===== config.mk =====
export PLATFORM = sky130hd
export DESIGN_NAME = fifo_reader
export DESIGN_NICKNAME = d
export VERILOG_FILES = /design/src/rtl/fifo_pkg.sv /design/src/rtl/fifo_reader_skid.sv /design/src/rtl/fifo_reader.sv
export SDC_FILE = /design/constraint.sdc
export NUM_CORES = 1
export LEC_CHECK = 0
export ABC_AREA = 1
export BUFFER_PORTS_ARGS = -buffer_cell sky130_fd_sc_hd__clkbuf_2
export CAP_MARGIN = 20
export CORE_UTILIZATION = 55
export CTS_CLUSTER_DIAMETER = 40
export DETAILED_ROUTE_END_ITERATION = 16
export GPL_TIMING_DRIVEN = 0
export MAX_ROUTING_LAYER = met4
export PLACE_DENSITY = 0.78
export SLEW_MARGIN = 20
export SYNTH_ARGS = -nofsm -noshare
export SYNTH_HDL_FRONTEND = slang
export SYNTH_HIERARCHICAL = 1
export SYNTH_SLANG_ARGS = --single-unit
export TNS_END_PERCENT = 30

===== constraint.sdc =====
create_clock -name clk -period 3.3 [get_ports clk]
set_input_delay 0.33 -clock clk [delete_from_list [all_inputs] [get_ports clk]]
set_output_delay 0.33 -clock clk [all_outputs]
set_load 0.005 [all_outputs]

===== src/rtl/fifo_pkg.sv =====
// Shared constants, FSM state type and helpers for the FIFO burst reader.
package fifo_pkg;

    localparam int DATA_W    = 8;
    localparam int BURST_MAX = 15;
    localparam int CNT_W     = 5;

    typedef enum logic [1:0] {
        IDLE  = 2'd0,
        READ  = 2'd1,
        DRAIN = 2'd2
    } state_t;

    // A burst request is usable only for lengths 1..max_len.
    function automatic logic len_legal(input logic [CNT_W-1:0] len, input int max_len);
        return (len != '0) && (int'(len) <= max_len);
    endfunction

endpackage


===== src/rtl/fifo_reader_skid.sv =====
// Two-entry in-order buffer that holds FIFO read data until the stream side takes it.
module fifo_reader_skid
    import fifo_pkg::*;
#(
    parameter int DATA_W = fifo_pkg::DATA_W
) (
    input  logic              clk,
    input  logic              rst,
    input  logic              push,
    input  logic [DATA_W-1:0] push_data,
    input  logic              pop,
    output logic [DATA_W-1:0] head,
    output logic [1:0]        occupancy
);

    logic [1:0][DATA_W-1:0] w_entry;
    logic                   r_wr_ptr;
    logic                   r_rd_ptr;
    logic [1:0]             r_count;

    genvar gi;
    generate
        for (gi = 0; gi < 2; gi++) begin : g_entry
            logic [DATA_W-1:0] r_data;

            // Each slot loads only when the write pointer selects it.
            always_ff @(posedge clk) begin
                if (rst) begin
                    r_data <= '0;
                end else if (push && (r_wr_ptr == 1'(gi))) begin
                    r_data <= push_data;
                end
            end

            assign w_entry[gi] = r_data;
        end
    endgenerate

    // Ring pointers and occupancy; push and pop together leave the count unchanged.
    always_ff @(posedge clk) begin
        if (rst) begin
            r_wr_ptr <= 1'b0;
            r_rd_ptr <= 1'b0;
            r_count  <= 2'd0;
        end else begin
            if (push) r_wr_ptr <= ~r_wr_ptr;
            if (pop)  r_rd_ptr <= ~r_rd_ptr;
            r_count <= r_count + 2'(push) - 2'(pop);
        end
    end

    assign head      = w_entry[r_rd_ptr];
    assign occupancy = r_count;

endmodule


===== src/rtl/fifo_reader.sv =====
// Burst reader: pops a requested number of words from a registered-read FIFO
// and presents them on a valid/ready stream.
module fifo_reader
    import fifo_pkg::*;
#(
    parameter int DATA_W    = fifo_pkg::DATA_W,
    parameter int BURST_MAX = fifo_pkg::BURST_MAX
) (
    input  logic                       clk,
    input  logic                       rst,
    input  logic                       start,
    input  logic [fifo_pkg::CNT_W-1:0] burst_len,
    input  logic                       fifo_empty,
    output logic                       fifo_rd,
    input  logic [DATA_W-1:0]          fifo_dout,
    output logic                       m_valid,
    input  logic                       m_ready,
    output logic [DATA_W-1:0]          m_data,
    output logic                       busy,
    output logic                       done,
    output logic [fifo_pkg::CNT_W-1:0] rd_count
);

    state_t             r_state;
    state_t             w_state_next;
    logic [CNT_W-1:0]   r_len;
    logic [CNT_W-1:0]   r_issued;
    logic [CNT_W-1:0]   r_rd_count;
    logic               r_inflight;
    logic [1:0]         w_occ;
    logic [2:0]         w_committed;
    logic               w_accept;
    logic               w_m_valid;
    logic               w_pop;
    logic               w_rd;
    logic               w_done;

    fifo_reader_skid #(.DATA_W(DATA_W)) u_skid (
        .clk       (clk),
        .rst       (rst),
        .push      (r_inflight),
        .push_data (fifo_dout),
        .pop       (w_pop),
        .head      (m_data),
        .occupancy (w_occ)
    );

    assign w_accept  = !rst && (r_state == IDLE) && start && len_legal(burst_len, BURST_MAX);
    assign w_m_valid = !rst && (w_occ != 2'd0);
    assign w_pop     = w_m_valid && m_ready;
    // Slots still claimed after this edge: a word leaving this cycle frees its
    // slot in time for a new read, which keeps the stream at one word per cycle.
    assign w_committed = 3'(w_occ) + 3'(r_inflight) - 3'(w_pop);

    // State register.
    always_ff @(posedge clk) begin
        if (rst) r_state <= IDLE;
        else     r_state <= w_state_next;
    end

    // Next-state logic.
    always_comb begin
        w_state_next = r_state;
        case (r_state)
            IDLE:    if (w_accept) w_state_next = READ;
            READ:    if ((r_issued + CNT_W'(w_rd)) == r_len) w_state_next = DRAIN;
            DRAIN:   if (w_done) w_state_next = IDLE;
            default: w_state_next = IDLE;
        endcase
    end

    // Outputs: pop strobe, completion pulse and status.
    always_comb begin
        w_rd    = !rst && (r_state == READ) && !fifo_empty &&
                  (r_issued < r_len) && (w_committed < 3'd2);
        w_done  = !rst && (r_state == DRAIN) && w_pop &&
                  ((r_rd_count + CNT_W'(1)) == r_len);
        fifo_rd = w_rd;
        done    = w_done;
        busy    = (r_state != IDLE);
        m_valid = w_m_valid;
    end

    // Burst bookkeeping; the in-flight flag marks that fifo_dout is valid this cycle.
    always_ff @(posedge clk) begin
        if (rst) begin
            r_len      <= '0;
            r_issued   <= '0;
            r_rd_count <= '0;
            r_inflight <= 1'b0;
        end else begin
            r_inflight <= w_rd;
            if (w_accept) begin
                r_len      <= burst_len;
                r_issued   <= '0;
                r_rd_count <= '0;
            end else begin
                if (w_rd)  r_issued   <= r_issued + CNT_W'(1);
                if (w_pop) r_rd_count <= r_rd_count + CNT_W'(1);
            end
        end
    end

    assign rd_count = r_rd_count;

endmodule


Word level (Yosys, flattened, before mapping) --
Index checks and enable logic that the tools add are counted.
Storage, ports and cells: register bits after elaboration 38, bits of input ports 18
Cells by class: reduce and logical (&&, ||, !) cells 23, bitwise operators 2, eq/ne operators 7, muxes and demuxes 6, magnitude comparators 4, $add $sub $neg 7
Operators with widths (number):
- $mux W8 | 2
- $logic_and A1 B1 Y1 | 15
- $add A5 B1 Y5 const B | 2
- $eq A5 B5 Y1 | 2
- $mux W2 | 3
- $ne A2 B2 Y1 const B | 3
- $pmux W2 S3 | 1
- $add A5 B1 Y5 | 1
- $le A5 B4 Y1 const B | 1
- $lt A5 B5 Y1 | 1
- $reduce_bool A5 Y1 | 1
- $reduce_bool A2 Y1 | 2
- $add A2 B1 Y3 | 1
- $lt A3 B2 Y1 const B | 1
- $reduce_and A3 Y1 | 1
- $sub A3 B1 Y3 | 1
- $add A2 B1 Y2 | 1
- $eq A2 B1 Y1 const B | 1
- $eq A2 B2 Y1 const B | 1
- $logic_not A1 Y1 | 2
- $logic_not A2 Y1 | 1
- $lt A1 B2 Y1 const B | 1
- $not A1 Y1 | 2
- $reduce_or A2 Y1 | 1
- $sub A2 B1 Y2 | 1

Longest topological paths before layout --
Gate-level depths: netlist of run 1.
word-level depth 10, depth in mapped cells 20, mapped depth without buffers 20

Modules after synthesis --
The synthesis of run 1 kept the hierarchy.
By module, submodules not included:
- fifo_reader | area each 1262.5 um2, cells an instance 176, instances 1
- fifo_reader_skid | area each 824.5 um2, cells an instance 102, instances 1

Worst setup path after synthesis of run 1 --
Ideal clock, no wire load.
path type flip-flop to flip-flop, start register u_skid.r_count[1] (netlist: u_skid/occupancy[1]), end register r_state[0], arrival 2.968 ns, library setup time 0.121 ns, slack 0.210 ns, clock period less this slack 3.090 ns, required time 3.179 ns, stages on the path, launching flop included 21, cell sequence dfxtp_1 > nor2_1 > nor3_4 > ha_1 > inv_1 > nand2_1 > fa_1 > xor2_1 > nor2_2 > nand3_4 > inv_1 > ha_1 > ha_1 > inv_1 > nand2_1 > nand2_1 > xor2_1 > nor2_1 > nand2_1 > nand2_1 > a21oi_1
On the way: cells in the longest elaborated chain, start to end 10, elaborated cells on any way between the ends 14, those cells by class 3 x add/sub; 1 x order compare; 3 x eq/ne; 7 x reduce/logical
RTL lines:
- start, declared | RTL line fifo_reader_skid.sv:19 | logic [1:0] r_count;
- start signal, assigned | RTL line fifo_reader_skid.sv:48 | r_count <= r_count + 2'(push) - 2'(pop);
- $reduce_bool A2 Y1 | RTL line fifo_reader.sv:49 | assign w_m_valid = !rst && (w_occ != 2'd0);
- $logic_and A1 B1 Y1 | RTL line fifo_reader.sv:49
- $logic_and A1 B1 Y1 | RTL line fifo_reader.sv:50 | assign w_pop = w_m_valid && m_ready;
- named net w_pop | RTL line fifo_reader.sv:34 | logic w_pop;
- $sub A3 B1 Y3 | RTL line fifo_reader.sv:53 | assign w_committed = 3'(w_occ) + 3'(r_inflight) - 3'(w_pop);
- $lt A3 B2 Y1 | RTL line fifo_reader.sv:75 | (r_issued < r_len) && (w_committed < 3'd2);
- $logic_and A1 B1 Y1 | RTL line fifo_reader.sv:75
- named net fifo_rd | RTL line fifo_reader.sv:14 | output logic fifo_rd,
- $add A5 B1 Y5 | RTL line fifo_reader.sv:66 | READ: if ((r_issued + CNT_W'(w_rd)) == r_len) w_state_next = DRAIN;
- $eq A5 B5 Y1 | RTL line fifo_reader.sv:66
- $ne A2 B2 Y1 (no line)
- $reduce_and A3 Y1 (no line)
- end signal, assigned | RTL line fifo_reader.sv:58 | else r_state <= w_state_next;
- end, declared | RTL line fifo_reader.sv:24 | state_t r_state;
The timed path passes the listed nets, and every way through them passes these cells. A chain may end at the register's enable or synchronous reset.

Final worst setup path of run 1 --
start register u_skid.r_count[1] (netlist: u_skid/occupancy[1]), end register r_state[1]
On the way: cells in the longest elaborated chain, start to end 10, elaborated cells on any way between the ends 14, those cells by class 3 x add/sub; 1 x order compare; 3 x eq/ne; 7 x reduce/logical
RTL lines (RTL line):
- $reduce_bool A2 Y1 (*) | fifo_reader.sv:49
- $logic_and A1 B1 Y1 (*) | fifo_reader.sv:49
- $logic_and A1 B1 Y1 (*) | fifo_reader.sv:50
- named net w_pop | fifo_reader.sv:34
- $sub A3 B1 Y3 | fifo_reader.sv:53
- $lt A3 B2 Y1 | fifo_reader.sv:75
- $logic_and A1 B1 Y1 | fifo_reader.sv:75
- $add A5 B1 Y5 | fifo_reader.sv:66
- $eq A5 B5 Y1 | fifo_reader.sv:66
- $ne A2 B2 Y1 (no line)
- $reduce_and A3 Y1 (no line) (*)
Mark *: on every way through the listed nets, which the timed path passes. The rest lies on a longest branch.

==> impl_results.md, run 1 <==
- Number of flops mapped to enable cells by yosys: 0
- Sink Count: 38
- Share of cells above drive strength 1: 26.4%
- Worst setup SP type: register
- Mapped cell area: 2090 µm²
- CP bufs+invs: 3
- Die X: 63.6 µm
- Part of the cycle the worst path needs: 92.4%
- RSZ-0062 raised after global routing: false
- Port bufs: 34
- Crit-path leading delay family: adder cells
- Leak: 1.16 nW
- Vias: 1903
- Die height: 63.6 µm
- Core area: 3660 µm²
- Overall Global Routing Usage: 23.4%
- Fin. Hold Viols: 0
- Vias/cell: 5.09
- Std-Cell Rows: 22
- WS Path Type: register to register
- Worst hold path class: primary input to register
- Final setup vio count: 0
- Clk_lat worst skew: 0.28 ns
- Setup_tns: 0 ns
- Commonest non-fill, non-tap cell in the layout: nor2_1
- Commonest cells after routing, fill and taps aside: 51 x nor2_1, 42 x nand2_1, 36 x dfxtp_1, 34 x clkbuf_2, 33 x inv_1
- Vias in the first global route: 1715
- Overall power: 933 µW
- Drt total wl: 4400 µm
- Area grow syn2layout: 19.7%
- # hold bufs at CTS: 0
- First-pass GRT wire length: 7220 µm
- Slew @ Worst Pin: 0.316 ns
- Synth cell types: 31
- Pwr dens: 374 nW/µm²
- DIE AREA: 4040 µm²
- Synth Instances: 278
- ANT cells: 0
- Initial antenna violation count: 0
- GPL Wtd Cong: 0.841
- Final hold slack: 0.285 ns
- Fin. max-slew vios: 0
- Minimum clock period: 3.05 ns
- Overflow after GRT: 0
- Synthesis-stage register bit count: 38
- Total CTS buffers: 5
- Critical path's slowest cell: fa_2
- Fmax: 328 MHz
- H-tree levels: 2
- Seq/Total Area, Yosys: 36.5%
- Root Buffer: clkbuf_8
- Status: finished clean
- Ys flop type: dfxtp_1
- WL/cell: 11.8 µm
- VDD IR max: 282 µV
- Max Cap Viol: 0
- CP Cell Sequence: nor2_2 -> nor3_4 -> ha_1 -> inv_1 -> nand2_1 -> fa_2 -> inv_1 -> nor2_4 -> nand3_4 -> inv_2 -> ha_1 -> ha_2 -> xnor2_1 -> nand3_1 -> nor2_2 -> nand3_1 -> a21oi_1
- Clock skew: 0.00817 ns
- CP required: 3.51 ns
- Detail Route Antenna Nets: 0
- DRT iter0 DRCs: 81
- Arr. time, crit path: 3.26 ns
- Critical path peak fanout: 6
- DR pass1 iterations: 6
- Worst-path clk slew: 0.07 ns
- Largest net degree at the start of global routing: 13
- Asr flop ratio synth: 0%
- CP endpoint kind: register
- CTS tree: built
- Ys Warns: 6
- Initial Util: 57.0%
- Max Root-Sink Buffers: 2
- Post-route DRC: 0
- Nets: 355
- Post-Syn Area per Cell: 7.51 µm²
- Mapped Nets: 308
- Post-DP HPWL: 3260 µm
- Slew HR: 78.7%
- Slowest Stage Delay on Critical Path: 0.52 ns
- I/O Pins: 35
==> through the flow <==
step	setup WS, ns	utilization [%]	instances	instance area, µm²
finish	0.252	68.3	374	2500
global route	0.0100	68.3	374	2500
CTS	0.0783	66.7	370	2440
detailed placement	-0.384	63.3	360	2320
global placement	-0.311	63.3	360	2320
floorplan	0.210	-	278	2090
==> layer usage <==
| layer | routed length, µm | track usage (%) | vias up |
|---|---|---|---|
| met5 | 0 | - | - |
| li1 | - | - | 989 |
| met3 | 168 | 5.43 | 8 |
| met1 | 1980 | 25.9 | 861 |
| met2 | 2190 | 40.8 | 45 |
| met4 | 57 | 7.95 | 0 |
==> cell usage after synthesis (3+ instances only) <==
cell type | number | share of area [%]
nor2_1 | 53 | 9.5
nand2_1 | 42 | 7.6
dfxtp_1 | 38 | 36
inv_1 | 34 | 6.1
o21ai_0 | 20 | 4.8
nand3_1 | 14 | 3.4
a21oi_1 | 13 | 3.1
ha_1 | 11 | 6.6
mux2_2 | 8 | 4.3
nand4_1 | 6 | 1.8
xnor2_1 | 6 | 2.5
xor2_1 | 5 | 2.1
inv_2 | 3 | 0.54
nand2_2 | 3 | 0.90
nor2_2 | 3 | 0.90
==> cell families after synthesis <==
logic type	after synthesis	share of synthesized area, %
xor gates and xnor gates	11	4.62
adders and majority gates	12	7.55
DFF	38	36.5
AOI/OAI and AO/OA	38	9.59
buffers and inverters	42	8.45
muxes	8	4.32
and+or+nand+nor	129	29.0
==> power by group <==
part / switching, mW / internal (mW) / total (mW)
sequential: 0.00541 / 0.463 / 0.468
combinational: 0.0460 / 0.0324 / 0.0784
clock: 0.164 / 0.222 / 0.387
total: 0.216 / 0.718 / 0.933
==> area by class of cell <==
| cell class | instances | area [µm²] |
|---|---|---|
| Inverter | 38 | 145 |
| Multi-Input combinational cell | 198 | 1170 |
| Clock inverter | 3 | 40.0 |
| Fill cell | 317 | 1160 |
| Sequential cell | 38 | 766 |
| Timing Repair Buffer | 40 | 215 |
| Tap cell | 48 | 60.1 |
| Clock buffer | 5 | 68.8 |
| Buffer | 4 | 31.3 |
==> worst register-to-register path, delay by kind of cell, from the launching register on <==
family,cells,cell delay (ns)
AND/OR/NAND/NOR,8,0.90
flip-flops,1,0.40
buffers and inverters,3,0.19
adder cells (fa/ha/maj),4,1.22
XOR/XNOR,1,0.13
AO/OA/AOI/OAI,1,0.15
==> repair_timing <==
item                                    in CTS  in global routing
endpoints found under the setup margin       2                  2
setup buffers                                2                  4
pin swaps                                    2                  3
gates resized for setup                      1                  9
==> registers in the layout, summed over array words and instances, names as in the netlist <==
signal	count
u_skid/r_rd_ptr	1
r_inflight	1
u_skid/g_entry.r_data	16
r_state	2
u_skid/r_wr_ptr	1
r_issued	5
rd_count	5
u_skid/occupancy	2
r_len	5
==> worst paths after layout <==
kind,from,endpoint,slack (ns),depth (start not counted)
hold reg to reg,u_skid/g_entry[0].r_data[4]$_SDFFE_PP0P_,u_skid/g_entry[0].r_data[4]$_SDFFE_PP0P_,0.48,2
hold / removal,rst,u_skid/occupancy[0]$_SDFF_PP0_,0.29,2
setup / recovery,u_skid/occupancy[1]$_SDFF_PP0_,r_state[1]$_SDFFE_PP0P_,0.25,17
setup reg to reg,u_skid/occupancy[1]$_SDFF_PP0_,r_state[1]$_SDFFE_PP0P_,0.25,17
Note: power is estimated with default switching activity, not from simulation.
==> run 2, diff against run 1 <==
--- a/config.mk
+++ b/config.mk
@@ -8,12 +8,11 @@
 export ABC_AREA = 1
 export BUFFER_PORTS_ARGS = -buffer_cell sky130_fd_sc_hd__clkbuf_2
 export CAP_MARGIN = 20
-export CORE_UTILIZATION = 55
+export CORE_UTILIZATION = 40
 export CTS_CLUSTER_DIAMETER = 40
 export DETAILED_ROUTE_END_ITERATION = 16
 export GPL_TIMING_DRIVEN = 0
 export MAX_ROUTING_LAYER = met4
-export PLACE_DENSITY = 0.78
 export SLEW_MARGIN = 20
 export SYNTH_ARGS = -nofsm -noshare
 export SYNTH_HDL_FRONTEND = slang
==> impl_results.md, run 2 (synthesis gave the netlist of run 1 again) <==
- Worst hold path class: primary input to register
- Part of the cycle the worst path needs: 92.3%
- Initial antenna violation count: 0
- Post-route DRC: 0
- Root Buffer: clkbuf_8
- Arr. time, crit path: 3.21 ns
- Clk_lat worst skew: 0.29 ns
- Layout filler cell count: 512
- Std-Cell Rows: 25
- WL/cell: 11.4 µm
- VDD IR max: 211 µV
- DRT iter0 DRCs: 46
- Max reg flops: 16
- Worst R2R Start: u_skid/occupancy[1]$_SDFF_PP0_
- Setup_tns: 0 ns
- Area grow syn2layout: 19.0%
- DIE AREA: 5510 µm²
- Fin. max-slew vios: 0
- Minimum clock period: 3.05 ns
- ANT cells: 0
- GPL Wtd Cong: 0.822
- Post-DP HPWL: 3280 µm
- Drt total wl: 4450 µm
- Commonest cells after routing, fill and taps aside: 52 x nor2_1, 42 x nand2_1, 36 x dfxtp_1, 34 x clkbuf_2, 33 x inv_1
- Final setup vio count: 0
- Nets: 353
- Pwr dens: 354 nW/µm²
- Initial Util: 42.8%
- CP required: 3.46 ns
- Total CTS buffers: 5
- Vias in the first global route: 1638
- Slew HR: 78.8%
- Die height: 74.2 µm
- Max Root-Sink Buffers: 2
- Post-layout util: 50.9%
- Overall Global Routing Usage: 18.5%
- Worst Hold Launch: rst
- CTS tree: built
- Fin. Hold Viols: 0
- Largest net degree at the start of global routing: 13
- Share of cells above drive strength 1: 25.3%
- Vias/cell: 4.66
- WS Path Type: register to register
- Slew @ Worst Pin: 0.315 ns
- Sink Count: 38
- Crit path from: u_skid/occupancy[1]$_SDFF_PP0_
- H-tree levels: 2
- Leak: 1.14 nW
- Commonest non-fill, non-tap cell in the layout: nor2_1
- DR pass1 iterations: 4
- Port bufs: 34
- Max Cap Viol: 0
- Clock skew: 0.00923 ns
- Worst-path clk slew: 0.07 ns
- Vias: 1822
- Die X: 74.2 µm
- Biggest register: u_skid/g_entry.r_data
- Fmax: 328 MHz
- Overflow after GRT: 0
- Detail Route Antenna Nets: 0
- CP endpoint kind: register
- Worst setup SP type: register
- Status: finished clean
- Critical path peak fanout: 7
- Core area: 4880 µm²
- I/O Pins: 35
- First-pass GRT wire length: 7390 µm
## run 2: worst max-delay path: stages, from the launching register on
cell and delay, ns:
dfxtp_4 0.38, nor2_2 0.06, nor3_4 0.19, ha_1 0.25, inv_1 0.05, nand2_1 0.06
fa_2 0.52, inv_1 0.06, nor2_4 0.14, nand3_4 0.13, inv_2 0.09, ha_1 0.18
ha_2 0.28, xnor2_1 0.13, nand3_1 0.09, nor2_1 0.14, nand2_1 0.07, nand2_1 0.06
a21oi_1 0.06
## run 2: cell type report
| type | instances | area (µm²) | area share [%] |
|---|---|---|---|
| multi-input cells | 198 | 1160 | 46.8 |
| clock inverters | 2 | 12.5 | 0.504 |
| inverters | 38 | 145 | 5.84 |
| repair buffers | 38 | 200 | 8.06 |
| plain buffers | 4 | 31.3 | 1.26 |
| well taps | 67 | 83.8 | 3.38 |
| flip-flops and latches | 38 | 766 | 30.8 |
| clock buffers | 6 | 82.6 | 3.32 |
## run 2: per-layer routing
metal / part of all wire (%) / up-vias / track usage (%)
met5: 0 / - / -
met4: 0.83 / 0 / 6.29
met3: 3.3 / 4 / 4.47
met2: 47 / 35 / 28.3
met1: 49 / 795 / 24.1
li1: - / 988 / -
## run 2: path summary, 6_finish.rpt
check / endpoint / cells after the start / slack [ns]
setup / recovery: r_state[0]$_SDFFE_PP0P_ / 18 / 0.25
hold / removal: u_skid/occupancy[0]$_SDFF_PP0_ / 2 / 0.28
setup reg to reg: r_state[0]$_SDFFE_PP0P_ / 18 / 0.25
hold reg to reg: u_skid/g_entry[1].r_data[1]$_SDFFE_PP0P_ / 2 / 0.48
## run 2: power by group
part	switching [mW]	internal, mW	leakage [nW]
clock network	0.166	0.168	0.0472
logic	0.0461	0.0316	0.788
registers	0.00465	0.463	0.308
total	0.217	0.662	1.14
## run 2: metrics by stage
step	area (µm²)	hold slack, ns	total power [mW]	worst slack [ns]	cells
global placement	2340	0.459	0.554	-0.361	379
detailed placement	2340	0.471	0.555	-0.365	379
global route	2480	0.277	0.929	-0.0126	391
finish	2480	0.284	0.880	0.253	391
floorplan	2090	0.401	0.529	0.210	278
CTS	2450	0.272	0.898	0.0505	389
## run 2: timing repair
action | CTS | global route
setup endpoints to repair | 2 | 2
buffers inserted | 2 | 2
endpoints found under the hold margin | 0 | 0
pin swaps | 2 | 2
cloned | 0 | 0
hold buffers | 0 | 0
gates resized for setup | 0 | 8
